[src/rtl/sr_74595_framebuf.sv]
// sr_74595_framebuf
// Double-buffered row bitmap store feeding the 74595 scan driver.
// A producer fills the back buffer row by row, then requests a commit.
// The buffers swap only on a scanner frame_start pulse, so the display
// never shows a half-updated frame. With COPY_ON_SWAP=1 the freshly
// displayed front is copied into the new back buffer, one row per cycle,
// so the producer can patch single rows on top of the current image.

module sr_74595_framebuf #(
  parameter int ROWS         = 4,
  parameter int COLS         = 8,
  parameter int COPY_ON_SWAP = 1,
  localparam int RW          = $clog2(ROWS)
) (
  input  logic            clk_16mhz,
  input  logic            rst_n,
  input  logic            wr_valid,
  output logic            wr_ready,
  input  logic [RW-1:0]   wr_row,
  input  logic [COLS-1:0] wr_data,
  input  logic            wr_commit,
  input  logic            frame_start,
  input  logic [RW-1:0]   rd_row,
  output logic [COLS-1:0] rd_data,
  output logic            swap_done,
  output logic            busy
);

  typedef enum logic [1:0] {
    ST_IDLE    = 2'd0,
    ST_PENDING = 2'd1,
    ST_COPY    = 2'd2
  } state_t;

  // Control state
  state_t          state_q, state_d;
  logic [RW-1:0]   cnt_q, cnt_d;
  logic            front_sel_q, front_sel_d;

  // Registered outputs
  logic [COLS-1:0] rd_data_q;
  logic            wr_ready_q, wr_ready_d;
  logic            busy_q, busy_d;
  logic            swap_done_q, swap_done_d;

  // Storage: buf0/buf1, front is selected by front_sel_q
  logic [COLS-1:0] buf0_q [ROWS];
  logic [COLS-1:0] buf1_q [ROWS];

  // Back-buffer write port (producer write or copy step)
  logic            back_we_s;
  logic [RW-1:0]   back_row_s;
  logic [COLS-1:0] back_data_s;
  logic [COLS-1:0] copy_src_s;
  logic [COLS-1:0] front_rd_s;

  // Front-buffer row being copied during COPY
  always_comb begin
    if (front_sel_q) begin
      copy_src_s = buf1_q[cnt_q];
    end else begin
      copy_src_s = buf0_q[cnt_q];
    end
  end

  // Front-buffer row requested by the scanner
  always_comb begin
    if (front_sel_q) begin
      front_rd_s = buf1_q[rd_row];
    end else begin
      front_rd_s = buf0_q[rd_row];
    end
  end

  // Next-state logic: commit handshake, frame-aligned swap, copy sequencing
  always_comb begin
    state_d     = state_q;
    cnt_d       = cnt_q;
    front_sel_d = front_sel_q;
    swap_done_d = 1'b0;
    case (state_q)
      ST_IDLE: begin
        // A frame_start arriving with the commit is deliberately ignored:
        // the swap must wait for a frame boundary seen after acceptance.
        if (wr_commit) begin
          state_d = ST_PENDING;
        end else begin
          state_d = ST_IDLE;
        end
      end
      ST_PENDING: begin
        if (frame_start) begin
          front_sel_d = ~front_sel_q;
          swap_done_d = 1'b1;
          cnt_d       = {RW{1'b0}};
          if (COPY_ON_SWAP != 0) begin
            state_d = ST_COPY;
          end else begin
            state_d = ST_IDLE;
          end
        end else begin
          state_d = ST_PENDING;
        end
      end
      ST_COPY: begin
        // frame_start is ignored here; exactly ROWS cycles are spent copying
        cnt_d = cnt_q + RW'(1);
        if (cnt_q == RW'(ROWS - 1)) begin
          state_d = ST_IDLE;
        end else begin
          state_d = ST_COPY;
        end
      end
      default: begin
        state_d = ST_IDLE;
        cnt_d   = {RW{1'b0}};
      end
    endcase
  end

  // Back-buffer write selection: producer writes in IDLE, copy in COPY
  always_comb begin
    back_we_s   = 1'b0;
    back_row_s  = wr_row;
    back_data_s = wr_data;
    case (state_q)
      ST_IDLE: begin
        if (wr_valid) begin
          back_we_s = 1'b1;
        end else begin
          back_we_s = 1'b0;
        end
      end
      ST_COPY: begin
        back_we_s   = 1'b1;
        back_row_s  = cnt_q;
        back_data_s = copy_src_s;
      end
      default: begin
        back_we_s = 1'b0;
      end
    endcase
  end

  // Output decode from the next state so the flags are registered
  always_comb begin
    wr_ready_d = (state_d == ST_IDLE);
    busy_d     = (state_d != ST_IDLE);
  end

  // Control and output registers
  always_ff @(posedge clk_16mhz or negedge rst_n) begin
    if (!rst_n) begin
      state_q     <= ST_IDLE;
      cnt_q       <= {RW{1'b0}};
      front_sel_q <= 1'b0;
      rd_data_q   <= {COLS{1'b0}};
      wr_ready_q  <= 1'b1;
      busy_q      <= 1'b0;
      swap_done_q <= 1'b0;
    end else begin
      state_q     <= state_d;
      cnt_q       <= cnt_d;
      front_sel_q <= front_sel_d;
      // Reads use the front selection before any swap on this edge
      rd_data_q   <= front_rd_s;
      wr_ready_q  <= wr_ready_d;
      busy_q      <= busy_d;
      swap_done_q <= swap_done_d;
    end
  end

  // Buffer storage: only the back buffer is ever written
  always_ff @(posedge clk_16mhz or negedge rst_n) begin
    if (!rst_n) begin
      for (int r = 0; r < ROWS; r++) begin
        buf0_q[r] <= {COLS{1'b0}};
        buf1_q[r] <= {COLS{1'b0}};
      end
    end else begin
      if (back_we_s) begin
        if (front_sel_q) begin
          buf0_q[back_row_s] <= back_data_s;
        end else begin
          buf1_q[back_row_s] <= back_data_s;
        end
      end
    end
  end

  assign wr_ready  = wr_ready_q;
  assign rd_data   = rd_data_q;
  assign busy      = busy_q;
  assign swap_done = swap_done_q;

endmodule

[config.mk]
export PLATFORM = sky130hd
export DESIGN_NAME = sr_74595_framebuf
export DESIGN_NICKNAME = d
export VERILOG_FILES = /design/src/rtl/sr_74595_framebuf.sv
export SDC_FILE = /design/constraint.sdc
export NUM_CORES = 1
export LEC_CHECK = 0
export CAP_MARGIN = 40
export CORE_ASPECT_RATIO = 1.4
export CORE_MARGIN = 3
export CORE_UTILIZATION = 59
export CTS_CLUSTER_SIZE = 10
export DETAILED_ROUTE_END_ITERATION = 8
export PLACE_DENSITY = 0.77
export SLEW_MARGIN = 0
export SYNTH_ARGS = -nofsm -noshare
export SYNTH_HDL_FRONTEND = slang
export SYNTH_SLANG_ARGS = --single-unit
[constraint.sdc]
create_clock -name clk_16mhz -period 2.7 [get_ports clk_16mhz]
set_input_delay 0.54 -clock clk_16mhz [delete_from_list [all_inputs] [get_ports clk_16mhz]]
set_output_delay 0.54 -clock clk_16mhz [all_outputs]
set_load 0.05 [all_outputs]
Word level (Yosys, flattened, before mapping)
Cells that the tools add are included.
{"block": "word_totals", "ff_bits": 80, "in_bits": 17, "out_inout_bits": 11}
{"block": "classes", "add_sub_neg": 1, "magnitude_cmp": 4, "eq_ne": 4, "muxes": 30, "bitwise": 5, "n_reduce_logical": 8}
{"cell": "2-to-1 mux 8 bit", "count": 12}
{"cell": "binary-select mux 8 bit (select 2 bit)", "count": 4}
{"cell": "bitwise mux 32 bit", "count": 2}
{"cell": "demux 8 bit (select 2 bit)", "count": 1}
{"cell": "one-hot mux 2 bit (3 select lines)", "count": 2}
{"cell": ">= comparator 3 bit, second input constant", "count": 3}
{"cell": "inverter 2 -> 3 bit", "count": 3}
{"cell": "2-to-1 mux 2 bit", "count": 4}
{"cell": "AND reduction 2 bit", "count": 4}
{"cell": "equality test 2 bit, second input constant", "count": 2}
{"cell": "zero test 2 bit", "count": 2}
{"cell": "2-to-1 mux 1 bit", "count": 4}
{"cell": "< comparator 3 x 1 -> 1 bit, second input constant", "count": 1}
{"cell": "adder 2 x 1 -> 2 bit, second input constant", "count": 1}
{"cell": "equality test 2 x 1 -> 1 bit, second input constant", "count": 1}
{"cell": "inequality test 2 bit, second input constant", "count": 1}
{"cell": "inverter 1 bit", "count": 2}
{"cell": "one-hot mux 1 bit (2 select lines)", "count": 1}
{"cell": "nonzero test 2 bit", "count": 1}
{"cell": "logical AND 1 bit", "count": 1}

Logic depth before layout (Yosys ltp)
Gate-level depths: netlist of run 1.
{"block": "logic_depth", "word_depth": 8, "mapped_depth": 7, "depth_no_buf": 5}

Least setup slack after synthesis of run 1
OpenSTA, ideal clock, no wires.
{"block": "synth_path", "path_type": "input-to-reg", "start": "input rd_row[0]", "end": "register rd_data_q[0] (netlist: rd_data[0])", "setup_time_ns": 0.125, "arrival_time_ns": 1.837, "path_slack_ns": 0.739, "path_stages": 4, "path_buffers": 2, "path_cell_list": "buf_2 buf_2 mux4_2 mux2_2"}
{"block": "synth_between", "elab_chain_len": 5, "word_cells_on_any_way": 8, "classes_between": "mux (7); bitwise (1)"}
{"item": "start, declared", "line_no": "23", "source": "input logic [RW-1:0] rd_row,"}
{"item": "inverter 2 -> 3 bit (not written as such) *", "line_no": "69, 71"}
{"item": "binary-select mux 8 bit (select 2 bit), on equally long branches", "line_no": "71, 69"}
{"item": "2-to-1 mux 8 bit, on equally long branches (2 in series)", "line_no": "71, 69"}
{"item": "2-to-1 mux 8 bit *", "line_no": "68", "source": "if (front_sel_q) begin"}
{"item": "via front_rd_s[0]", "line_no": "55", "source": "logic [COLS-1:0] front_rd_s;"}
{"item": "end signal, assigned", "line_no": "157", "source": "rd_data_q <= {COLS{1'b0}};"}
{"item": "end signal, assigned", "line_no": "166", "source": "rd_data_q <= front_rd_s;"}
{"item": "end, declared", "line_no": "41", "source": "logic [COLS-1:0] rd_data_q;"}
The timed path passes the listed nets; every way through them passes the cells marked *. The select of a mux whose other input is x is not followed.
A chain may end at the register's enable or synchronous reset.

Worst setup path in the final report of run 1
{"block": "layout_path", "start": "register cnt_q[0]", "end": "register buf0_q[0] (netlist name)"}
{"block": "layout_between", "elab_chain_len": 7, "word_cells_on_any_way": 17, "classes_between": "order compare (2); mux (12); bitwise (2); reduce/logical (1)"}
{"item": "start, declared", "line_no": "37", "source": "logic [RW-1:0] cnt_q, cnt_d;"}
{"item": "start signal, assigned", "line_no": "155", "source": "cnt_q <= {RW{1'b0}};"}
{"item": "start signal, assigned", "line_no": "163", "source": "cnt_q <= cnt_d;"}
{"item": "2-to-1 mux 2 bit / inverter 2 -> 3 bit (equally long branches)", "line_no": "126, 60, 62"}
{"item": "inverter 2 -> 3 bit (not written as such) (tied with other cells)", "line_no": "183", "source": "buf0_q[back_row_s] <= back_data_s;"}
{"item": ">= comparator 3 bit (not written as such) (tied with other cells)", "line_no": "183"}
{"item": "logical AND 1 bit (not written as such) (tied with other cells)", "line_no": "183"}
{"item": "2-to-1 mux 8 bit, on equally long branches", "line_no": "183, 59"}
{"item": "demux 8 bit (select 2 bit) / 2-to-1 mux 8 bit (equally long branches)", "line_no": "183, 126"}
{"item": "bitwise mux 32 bit *", "line_no": "183"}
{"item": "end signal, assigned by index", "line_no": "177", "source": "buf0_q[r] <= {COLS{1'b0}};"}
{"item": "end signal, assigned by index", "line_no": "183"}
{"item": "end, declared", "line_no": "47", "source": "logic [COLS-1:0] buf0_q [ROWS];"}
Mark *: on every way between the ends. The rest lies on a longest branch, timed or not. The select of a mux whose other input is x is not followed.

==> impl_metrics.json, run 1 <==
{
  "synth_edf_count": 0,
  "drv_cap": 0,
  "initial_utilization_pct": 60.9,
  "clockBufferDepth": 2,
  "syn-num-nets": 343,
  "start_kind": "register",
  "synthTopCellsByArea": "dfrtp_1, mux4_2, o21ai_0, nand2_1, mux2_2",
  "timing.setup.tns_ps": 0,
  "vdd_drop_max_v": 0.000776,
  "drt_first_pass_iters": 4,
  "synth-compound-area-share_pct": 8.68,
  "syn_avg_cell_area_sq_um": 12.4,
  "async_reset_ff_share_pct": 100,
  "fin_nets": 375,
  "fp.dieH_um": 104,
  "synth_common_cells": "dfrtp_1, nand2_1, o21ai_0",
  "synth_warnings": 0,
  "route.antenna.remaining_nets": 0,
  "yosys.area_share.adder_pct": 0.311,
  "final.setup_skew_ps": 9.39,
  "cts_tree": "built",
  "dr.max_layer_used": "met4",
  "arrival_ps": 2450,
  "synth_cell_type_count": 28,
  "synth_ff_type": "dfrtp_1",
  "pin_count": 28,
  "cp.required_ps": 2910,
  "p_comb_share_pct": 46.0,
  "drtIter0Drc": 215,
  "drc": 0,
  "route.met2.wl_um": 4660,
  "place_hpwl_um": 5830,
  "wl_um": 8670,
  "synthSimpleGateAreaFrac_pct": 8.40,
  "holdCritPathClass": "in -> async",
  "vias": 2720,
  "synth-seq-area-share_pct": 49.8,
  "antenna_found_initial": 0,
  "fillerInstances": 486,
  "multiInputGateArea_sq_um": 1880,
  "core_sq_um": 6610,
  "diodes": 0,
  "setup_viol": 0,
  "area_delta_synth_final_pct": 14.5,
  "path_max_fanout": 25,
  "port_buffers": 27,
  "reg2reg_slack_ps": 460,
  "gp_congestion": 0.819,
  "synthCells": 325,
  "htreeDepth": 3,
  "drive_above_1_share_pct": 23.8,
  "dieArea_sq_um": 7860,
  "hold_violations": 0,
  "outcome": "finished, final reports clean",
  "rsz0062_at_grt": "no",
  "vias_per_cell": 5.99,
  "finalCritPeriodShare_pct": 82.9,
  "synth_top_area_share_pct": 49.1,
  "critical_path.endpoint_type": "register",
  "clock_sinks": 80,
  "grt_use_total_pct": 25.1,
  "met1_length_um": 3350,
  "route.met3.wl_um": 476,
  "worst_pin_slew_ps": 584,
  "period_minus_slack_ps": 2240,
  "postCtsSetupBuffers": 0,
  "max_freq_mhz": 447,
  "grt.overflow.total": 0,
  "power_density_nw_per_um2": 1180,
  "core.rowCount": 35,
  "ys_ff_latch": 80,
  "ctsResizeCount": 0,
  "regArea_sq_um": 2000,
  "grt_pass1_wl_um": 14700,
  "synthMuxAreaShare_pct": 29.1,
  "drv_slew": 0,
  "clock_latency_ps": 350,
  "whs_ps": 189,
  "p_clk_share_pct": 13.9,
  "synthXorXnorAreaFrac_pct": 0.218,
  "slew_headroom_pct": 59.9,
  "yosysMostFrequentCell": "dfrtp_1",
  "cts_root_buffer": "clkbuf_8",
  "power_leakage_nw": 1.96,
  "numCtsBuffers": 9,
  "synth_top_family_by_area": "multiplexers",
  "grt_max_degree": 49,
  "clk_pin_slew_ps": 80,
  "setup.worst_path.class": "reg -> reg",
  "p_int_mw": 3.36,
  "power_switching_mw": 2.09,
  "die_width_um": 75.8,
  "p_seq_share_pct": 40.1,
  "synth_top_area_cell": "dfrtp_1",
  "grt_pass1_vias": 2970,
  "syn_area_sq_um": 4020,
  "drt-wirelength-per-cell_um": 19.1,
  "switching_share_pct": 38.4,
  "holdBufCountCts": 0
}
## metrics by stage
| step | instance area (sq um) | util (%) | setup slack, ps | power (mW) | std cells |
|---|---|---|---|---|---|
| 6_report | 4610 | 69.7 | 462 | 5.45 | 454 |
| 3_5_place_dp | 4450 | 67.2 | 297 | 4.73 | 438 |
| 3_3_place_gp | 4430 | 67.0 | 281 | 4.58 | 436 |
| 2_1_floorplan | 4020 | - | 739 | 4.02 | 325 |
| 5_1_grt | 4610 | 69.7 | 287 | 5.82 | 454 |
| 4_1_cts | 4610 | 69.7 | 438 | 5.49 | 454 |
## kinds of logic after synthesis
| group | after synthesis |
|---|---|
| AO/OA/AOI/OAI | 67 |
| XOR/XNOR | 1 |
| adder cells (fa/ha/maj) | 1 |
| buffers and inverters | 32 |
| flip-flops | 80 |
| multiplexers | 66 |
| AND/OR/NAND/NOR | 78 |
## registers in the layout, indices dropped and copies added (netlist names)
signal       flops
buf0_q          32
buf1_q          32
rd_data          8
cnt_q            2
state_q          2
busy             1
front_sel_q      1
swap_done        1
wr_ready         1
## critical path: stages, from the launching register on
cell and delay, ps:
dfrtp_1 380, buf_12 210, mux4_2 530, mux2_2 270
mux2i_1 480, o21ai_0 190
## cell usage in the layout (no fill, tap or decap), types with 4 or more instances in the layout
cell | netlist | final
dfrtp_1 | 79 | 79
nand2_1 | 61 | 61
o21ai_0 | 57 | 57
mux4_2 | 32 | 32
clkdlybuf4s50_1 | 0 | 26
mux2_2 | 17 | 17
buf_4 | 2 | 14
inv_1 | 11 | 11
mux2i_1 | 10 | 10
clkbuf_8 | 0 | 10
mux2i_4 | 7 | 7
nor2_1 | 5 | 5
o21ai_1 | 5 | 5
clkbuf_1 | 12 | 4
## final cells by class
| type | instances | area share (%) |
|---|---|---|
| clock buffer | 14 | 3.31 |
| multi-input combinational | 213 | 40.8 |
| timing repair buffer | 42 | 8.80 |
| sequential | 80 | 43.5 |
| tap | 92 | 2.50 |
| clock inverter | 2 | 0.217 |
| inverter | 11 | 0.896 |
## final timing paths
| kind | startpoint | depth (start not counted) | to |
|---|---|---|---|
| max in group asynchronous | rst_n | 2 | buf0_q[21] |
| setup reg to reg | cnt_q[0] | 5 | buf0_q[0] |
| min in group clk_16mhz | buf1_q[10] | 2 | buf1_q[10] |
| setup / recovery | cnt_q[0] | 5 | buf0_q[0] |
| hold / removal | rst_n | 1 | buf0_q[31] |
| hold reg to reg | buf1_q[10] | 2 | buf1_q[10] |
## layer usage
| metal | global-route usage [%] | vias up |
|---|---|---|
| li1 | - | 1240 |
| met1 | 33.3 | 1355 |
| met2 | 38.8 | 104 |
| met3 | 6.21 | 21 |
| met4 | 10.9 | 0 |
| met5 | 0 | - |
## power by group through the flow
stage	combinational (mW)	clock (mW)	sequential, mW
3_5_place_dp	2.52	0	2.21
3_3_place_gp	2.41	0	2.17
5_1_grt	2.74	0.823	2.26
6_report	2.51	0.759	2.18
2_1_floorplan	1.74	0	2.27
4_1_cts	2.53	0.770	2.18
Note: power is estimated with default switching activity, not from simulation.
==> run 2: changes to the inputs <==
==> constraint.sdc (replaced) <==
create_clock -name clk_16mhz -period 2.1 [get_ports clk_16mhz]
set_input_delay 0.42 -clock clk_16mhz [delete_from_list [all_inputs] [get_ports clk_16mhz]]
set_output_delay 0.42 -clock clk_16mhz [all_outputs]
set_load 0.05 [all_outputs]
==> run 2 against run 1 <==
  * Final area rose by 1.8%
  * Power rose by 31%
  * Cell count increased by 0.22%
  * Sequential power rose by 29%
  * Sequential share of layout area is 0.78 points lower
  * Global-route usage fell by 0.93 points
  * Critical path type unchanged
  * Largest power group unchanged
==> impl_metrics.json, run 2 (synthesis results as in run 1) <==
{
  "fillerInstances": 471,
  "power_leakage_nw": 2.01,
  "period_minus_slack_ps": 1950,
  "clk_pin_slew_ps": 80,
  "rsz0062_at_grt": "no",
  "area_delta_synth_final_pct": 16.6,
  "finalCoreUtilization_pct": 71.0,
  "die_width_um": 75.8,
  "path_max_fanout": 25,
  "numCtsBuffers": 9,
  "max_freq_mhz": 513,
  "route.antenna.remaining_nets": 0,
  "core.rowCount": 35,
  "cp_cell_sequence": "buf_12 > mux4_2 > mux2_2 > mux2i_4 > o21ai_0",
  "dieArea_sq_um": 7860,
  "cts_root_buffer": "clkbuf_8",
  "vias_per_cell": 5.92,
  "power_switching_mw": 2.69,
  "gp_congestion": 0.830,
  "place_hpwl_um": 5520,
  "wl_um": 8310,
  "cp.required_ps": 2310,
  "diodes": 0,
  "fin_nets": 376,
  "antenna_found_initial": 0,
  "hold_violations": 0,
  "clock_sinks": 80,
  "initial_utilization_pct": 60.9,
  "grt.overflow.total": 0,
  "multiInputGateArea_sq_um": 1880,
  "timing.setup.tns_ps": 0,
  "slew_headroom_pct": 58.7,
  "htreeDepth": 3,
  "worst_pin_slew_ps": 619,
  "drt-wirelength-per-cell_um": 18.3,
  "finalCritPeriodShare_pct": 92.8,
  "drive_above_1_share_pct": 25.1,
  "port_buffers": 27,
  "final_cell_mix": "dfrtp_1, nand2_1, o21ai_0",
  "critical_path.endpoint_type": "register",
  "arrival_ps": 2160,
  "grt_use_total_pct": 24.2,
  "p_clk_share_pct": 15.0,
  "grt_pass1_wl_um": 14100,
  "p_comb_share_pct": 45.6,
  "holdCritPathClass": "in -> async",
  "clock_latency_ps": 340,
  "drv_slew": 0,
  "grt_max_degree": 46,
  "max_stage_delay_ps": 520,
  "grt_pass1_vias": 2785,
  "drv_cap": 0,
  "drc": 0,
  "drtIter0Drc": 155,
  "fp.dieH_um": 104,
  "vias": 2695,
  "final.setup_skew_ps": 5.84,
  "cts_tree": "built",
  "outcome": "finished, final reports clean",
  "start_kind": "register",
  "core_sq_um": 6610,
  "setup_viol": 0,
  "final_common_cell": "dfrtp_1",
  "slowest_stage": "mux4_2",
  "setup.worst_path.class": "reg -> reg",
  "p_int_mw": 4.44,
  "clockBufferDepth": 2,
  "p_seq_share_pct": 39.4,
  "switching_share_pct": 37.7,
  "pin_count": 28,
  "drt_first_pass_iters": 4,
  "regArea_sq_um": 2000,
  "power_density_nw_per_um2": 1520,
  "vdd_drop_max_v": 0.000714
}
==> run 2: per-stage QoR <==
stage / instance area (sq um) / hold slack [ps] / power, mW / std cells / setup WS (ps)
after global placement: 4500 / 410 / 5.96 / 439 / 81.5
after CTS: 4690 / 26.9 / 7.19 / 455 / 8.28
after detailed placement: 4500 / 411 / 6.11 / 439 / 51.9
final: 4690 / 25.0 / 7.13 / 455 / 151
after global routing: 4690 / 33.4 / 7.64 / 455 / 28.9
after floorplan: 4020 / 124 / 5.17 / 325 / 184
==> run 2: final timing paths <==
check	startpoint	end	slack [ps]	cells after the start
hold / removal	rst_n	buf0_q[31]	20	1
max in group asynchronous	rst_n	buf0_q[29]	1490	2
hold reg to reg	buf1_q[4]	buf1_q[4]	500	2
setup / recovery	cnt_q[0]	buf1_q[11]	150	5
min in group clk_16mhz	buf1_q[4]	buf1_q[4]	500	2
setup reg to reg	cnt_q[0]	buf1_q[11]	150	5
==> run 2: final cells by class <==
type	instances	area share, %
multi-input cells	213	40.1
well taps	92	2.45
repair buffers	43	9.92
inverters	11	0.880
flip-flops and latches	80	42.7
clock buffers	9	2.64
clock inverters	7	1.33
==> run 2: worst max-delay path: cells and delay by family (launching register included) <==
| kind | cells | cell delay (ps) |
|---|---|---|
| mux | 3 | 1070 |
| buf+inv | 1 | 210 |
| compound gates | 1 | 150 |
| flops | 1 | 380 |
==> run 2: metal layers <==
| layer | GRT usage (%) | wire (um) |
|---|---|---|
| met5 | 0 | 0 |
| met4 | 11.4 | 203 |
| met1 | 33.5 | 3410 |
| met3 | 5.34 | 495 |
| met2 | 36.0 | 4200 |
==> run 2: timing repair <==
action / 4_1_cts / 5_1_grt
setup endpoints to repair: 0 / 1
hold buffers: 0 / 0
hold endpoints to repair: 0 / 0
setup buffers: 0 / 0
gates resized for setup: 0 / 1
==> run 2: power groups by stage <==
stage | clock [mW] | sequential [mW] | combinational, mW
after floorplan | 0 | 2.92 | 2.24
after CTS | 1.10 | 2.81 | 3.28
after global placement | 0 | 2.80 | 3.15
after global routing | 1.18 | 2.91 | 3.55
after detailed placement | 0 | 2.84 | 3.27
final | 1.07 | 2.81 | 3.25
